`src/rtl/pipe_stage_reg_if.sv`:
```
// Bundle of valid/data/ctrl signals that enters or leaves a pipeline register.
// The driving side uses the master modport. The receiving side uses the slave modport.
interface pipe_stage_reg_if #(
    parameter int DATA_W = 32,
    parameter int CTRL_W = 8
);
    logic              valid;
    logic [DATA_W-1:0] data;
    logic [CTRL_W-1:0] ctrl;

    modport master (output valid, output data, output ctrl);
    modport slave  (input  valid, input  data, input  ctrl);
endinterface

```
`src/rtl/pipe_stage_reg.sv`:
```
// DEPTH-stage datapath pipeline register with a valid bit per stage.
// It supports a whole-pipe stall, a flush that turns every stage into a bubble, and occupancy reporting.
module pipe_stage_reg #(
    parameter int DATA_W = 32,
    parameter int CTRL_W = 8,
    parameter int DEPTH  = 1,
    localparam int CNT_W = $clog2(DEPTH + 1)
) (
    input  logic                  clk_i,
    input  logic                  rst_i,
    input  logic                  stall_i,
    input  logic                  flush_i,
    pipe_stage_reg_if.slave       in_if,
    pipe_stage_reg_if.master      out_if,
    output logic                  busy_o,
    output logic [CNT_W-1:0]      count_o
);

    logic              valid_q [DEPTH];
    logic [CTRL_W-1:0] ctrl_q  [DEPTH];
    logic [DATA_W-1:0] data_q  [DEPTH];
    logic              valid_d [DEPTH];
    logic [CTRL_W-1:0] ctrl_d  [DEPTH];
    logic [DATA_W-1:0] data_d  [DEPTH];

    // Ctrl is zeroed whenever a stage loads a bubble.
    // Later stages can then copy ctrl unchanged and no bubble ever carries a write enable.
    always_comb begin
        valid_d = valid_q;
        ctrl_d  = ctrl_q;
        data_d  = data_q;
        if (flush_i) begin
            for (int i = 0; i < DEPTH; i++) begin
                valid_d[i] = 1'b0;
                ctrl_d[i]  = '0;
            end
        end else if (!stall_i) begin
            valid_d[0] = in_if.valid;
            ctrl_d[0]  = in_if.valid ? in_if.ctrl : '0;
            data_d[0]  = in_if.data;
            for (int i = 1; i < DEPTH; i++) begin
                valid_d[i] = valid_q[i-1];
                ctrl_d[i]  = ctrl_q[i-1];
                data_d[i]  = data_q[i-1];
            end
        end
    end

    always_ff @(posedge clk_i or posedge rst_i) begin
        if (rst_i) begin
            for (int i = 0; i < DEPTH; i++) begin
                valid_q[i] <= 1'b0;
                ctrl_q[i]  <= '0;
                data_q[i]  <= '0;
            end
        end else begin
            valid_q <= valid_d;
            ctrl_q  <= ctrl_d;
            data_q  <= data_d;
        end
    end

    always_comb begin
        count_o = '0;
        busy_o  = 1'b0;
        for (int i = 0; i < DEPTH; i++) begin
            count_o = count_o + CNT_W'(valid_q[i]);
            busy_o  = busy_o | valid_q[i];
        end
    end

    assign out_if.valid = valid_q[DEPTH-1];
    assign out_if.ctrl  = ctrl_q[DEPTH-1];
    assign out_if.data  = data_q[DEPTH-1];

endmodule

```
`src/flat_wrapper.sv`:
```
// flat-port wrapper written by rule: the top's interface ports become plain ports
module pipe_stage_reg_flat 
#(
    parameter int DATA_W = 32,
    parameter int CTRL_W = 8,
    parameter int DEPTH  = 1,
    localparam int CNT_W = $clog2(DEPTH + 1)
)
  (clk_i, rst_i, stall_i, flush_i, busy_o, count_o, in_if_valid, in_if_data, in_if_ctrl, out_if_valid, out_if_data, out_if_ctrl);
  pipe_stage_reg_if #(.DATA_W(DATA_W), .CTRL_W(CTRL_W)) in_if_i ();
  pipe_stage_reg_if #(.DATA_W(DATA_W), .CTRL_W(CTRL_W)) out_if_i ();
  input  logic clk_i;
  input  logic rst_i;
  input  logic stall_i;
  input  logic flush_i;
  output logic busy_o;
  output logic [CNT_W-1:0] count_o;
  input wire logic [$bits(in_if_i.valid)-1:0] in_if_valid;
  input wire logic [$bits(in_if_i.data)-1:0] in_if_data;
  input wire logic [$bits(in_if_i.ctrl)-1:0] in_if_ctrl;
  output wire logic [$bits(out_if_i.valid)-1:0] out_if_valid;
  output wire logic [$bits(out_if_i.data)-1:0] out_if_data;
  output wire logic [$bits(out_if_i.ctrl)-1:0] out_if_ctrl;
  assign in_if_i.valid = in_if_valid;
  assign in_if_i.data = in_if_data;
  assign in_if_i.ctrl = in_if_ctrl;
  assign out_if_valid = out_if_i.valid;
  assign out_if_data = out_if_i.data;
  assign out_if_ctrl = out_if_i.ctrl;
  pipe_stage_reg #(.DATA_W(DATA_W), .CTRL_W(CTRL_W), .DEPTH(DEPTH)) u_core (.clk_i(clk_i), .rst_i(rst_i), .stall_i(stall_i), .flush_i(flush_i), .in_if(in_if_i), .out_if(out_if_i), .busy_o(busy_o), .count_o(count_o));
endmodule
```
`config.mk`:
```
export PLATFORM = sky130hd
export DESIGN_NAME = pipe_stage_reg_flat
export DESIGN_NICKNAME = d
export VERILOG_FILES = /design/src/rtl/pipe_stage_reg_if.sv /design/src/rtl/pipe_stage_reg.sv /design/src/flat_wrapper.sv
export SDC_FILE = /design/constraint.sdc
export NUM_CORES = 1
export LEC_CHECK = 0
export ABC_AREA = 0
export CAP_MARGIN = 20
export CORE_UTILIZATION = 38
export CTS_CLUSTER_SIZE = 20
export DETAILED_ROUTE_END_ITERATION = 10
export PLACE_DENSITY = 0.79
export RECOVER_POWER = 25
export SYNTH_ARGS = -nofsm -noshare
export SYNTH_HDL_FRONTEND = slang
export SYNTH_SLANG_ARGS = --single-unit
```
`constraint.sdc`:
```
create_clock -name clk_i -period 1.7 [get_ports clk_i]
set_input_delay 0.34 -clock clk_i [delete_from_list [all_inputs] [get_ports clk_i]]
set_output_delay 0.34 -clock clk_i [all_outputs]
set_load 0.01 [all_outputs]
```
==> impl_metrics.json <==
{
  "status": "completed",
  "drc": 0,
  "ant_nets": 0,
  "timing.rr.end": "u_core.out_if.data[14]",
  "synth_cells": 97,
  "ios": 88,
  "grt_pass1_wl_mm": 5.90,
  "startpoint": "u_core.busy_o",
  "critical-path-top-delay-family": "buffers and inverters",
  "crit_required_ps": 1360,
  "first_iter_violations": 16,
  "leakagePower_nw": 1.12,
  "design_area_sq_um": 2650,
  "fin_cells": 242,
  "layout_common_cells": "clkdlybuf4s50_1, dfrtp_1, mux2_2",
  "grt_util_met1": 0.199,
  "critical_path_class": "reg2out",
  "arrival_ps": 1230,
  "cp.buffers_inverters": 1,
  "syn_nets": 142,
  "fp-row-count": 23,
  "cts_tree": "done",
  "finalPower_w": 0.00241,
  "cts_buffers": 5,
  "hpwl_mm": 2.91,
  "setup_viol": 0,
  "critPathMaxFanout": 4,
  "hold_buffers": 0,
  "r2r_start": "u_core.out_if.data[14]",
  "crit_chain": "clkdlybuf4s50_1",
  "grt_antenna_before_repair": 0,
  "finish.utilization": 0.653,
  "die_area_sq_um": 4530,
  "synth_seq_cells": 41,
  "ff2ff_setup_slack_ps": 920,
  "num_vias": 1167,
  "setup.worst_path.start_class": "flip-flop",
  "cpPeakStageDelay_ps": 550,
  "grtUsageTotal": 0.183,
  "cp.depth": 1,
  "syn_avg_cell_area_sq_um": 16.7,
  "routed_wl_mm": 3.75,
  "cts_buffer_depth": 2,
  "post-place-cells": 234,
  "yosys_warnings": 0,
  "crit_end": "count_o",
  "vias_per_cell": 4.82,
  "worst_setup_path_end_kind": "primary output",
  "drt_first_pass_iters": 2,
  "syn_area_sq_um": 1620,
  "finClkSkew_ps": 0,
  "timing.fmax_mhz": 637,
  "rsz0062_at_grt": "no",
  "globalplace.congestion": 0.672,
  "worst_pin_slew_ps": 1020,
  "fin_tns_setup_ps": 0,
  "die_h_microns": 67.3,
  "top_usage_layer": "met2",
  "min_period_ps": 1570,
  "grt_remaining_overflow": 0,
  "reg2reg_depth": 1,
  "cap_viol_max_count": 0,
  "ir_worst_vdd_mv": 0.659,
  "wire_per_inst_microns": 15.5,
  "nets": 236,
  "layout_commonest_cell": "clkdlybuf4s50_1",
  "hold_path_class": "reg2reg",
  "drive_gt1_frac": 0.229,
  "core_sq_um": 4060,
  "cts_setup_buffers": 0,
  "clk_pin_slew_ps": 70,
  "area_growth_pct": 63.8,
  "clock_latency_ps": 280,
  "ys_types": 16,
  "cts_repair_resize_count": 0,
  "postPlaceCellArea_sq_um": 2580,
  "synth.yosys.seq_area_share": 0.634,
  "hp-start": "u_core.out_if.ctrl[0]",
  "crit_slowest_cell": "clkdlybuf4s50_1",
  "grt_use_met3": 0.0574,
  "cts-root-buf": "clkbuf_8",
  "fp.dieW_microns": 67.3,
  "slew_headroom": 0.318,
  "htreeDepth": 2,
  "grt_max_degree": 25,
  "initial_core_util": 0.399,
  "diodes": 0,
  "slew_viol_final": 0,
  "grtUsageMet2": 0.313,
  "first_global_vias": 1248,
  "clock-sinks": 41,
  "post-route-period-util": 0.924,
  "power.density_nw_per_um2": 909,
  "hold_viol": 0,
  "port_buffers": 87
}
-- state kept, by name (all words and copies together) (netlist names) --
| signal | flops |
|---|---|
| u_core.out_if.data | 32 |
| u_core.out_if.ctrl | 8 |
| u_core.busy_o | 1 |
-- cell type report --
type,count,area [sq um]
clock buffer,8,80.1
fill,283,1410
inverter,1,3.75
multi-input combinational,48,537
sequential,41,1030
tap,50,62.6
timing repair buffer,94,942
-- per-stage QoR --
step,worst slack (ps),hold WS (ps)
global route,39.6,520
global placement,39.0,476
floorplan,414,403
CTS,113,404
finish,130,495
detailed placement,5.90,482
-- where the power goes --
| group | internal, W | switching, W | total [W] |
|---|---|---|---|
| clock network | 0.000292 | 0.000307 | 0.000599 |
| registers | 0.00110 | 0.0000669 | 0.00116 |
| logic | 0.000436 | 0.000212 | 0.000649 |
-- cells in the mapped netlist --
master    number  share of area
buf_4          2         0.0093
nor2b_1        1         0.0039
mux2_2        18           0.13
mux2i_1        1         0.0062
clkbuf_1       1         0.0023
a32o_1         6          0.037
nand3b_1       2         0.0093
a21oi_1        2         0.0062
mux2_4        14           0.13
nor2_2         1         0.0039
inv_1          1         0.0023
buf_6          3          0.021
nor2_1         1         0.0023
nand2_1        2         0.0046
dfrtp_1       41           0.63
buf_2          1         0.0031
-- per-layer routing --
layer  part of all wire  wire, microns
met5                  0              0
met4              0.030            113
met3              0.058            216
met2               0.53           1990
met1               0.38           1430
-- cell families (layout without fill, tap and decap cells) --
kind of cell	count (synthesis)	in the layout	synth area share
compound gates	8	8	0.0433
buf+inv	8	103	0.0379
flops	41	41	0.634
mux	33	33	0.261
simple gates	7	7	0.0240
-- how the worst min path moves through the flow --
stage          cells past startpoint                     end
2_1_floorplan                      1   u_core.out_if.ctrl[6]
4_1_cts                            3  u_core.out_if.data[18]
3_3_place_gp                       1   u_core.out_if.ctrl[2]
6_report                           1   u_core.out_if.ctrl[0]
3_5_place_dp                       1   u_core.out_if.ctrl[0]
5_1_grt                            1  u_core.out_if.data[21]
Note: power is estimated with default switching activity, not from simulation.
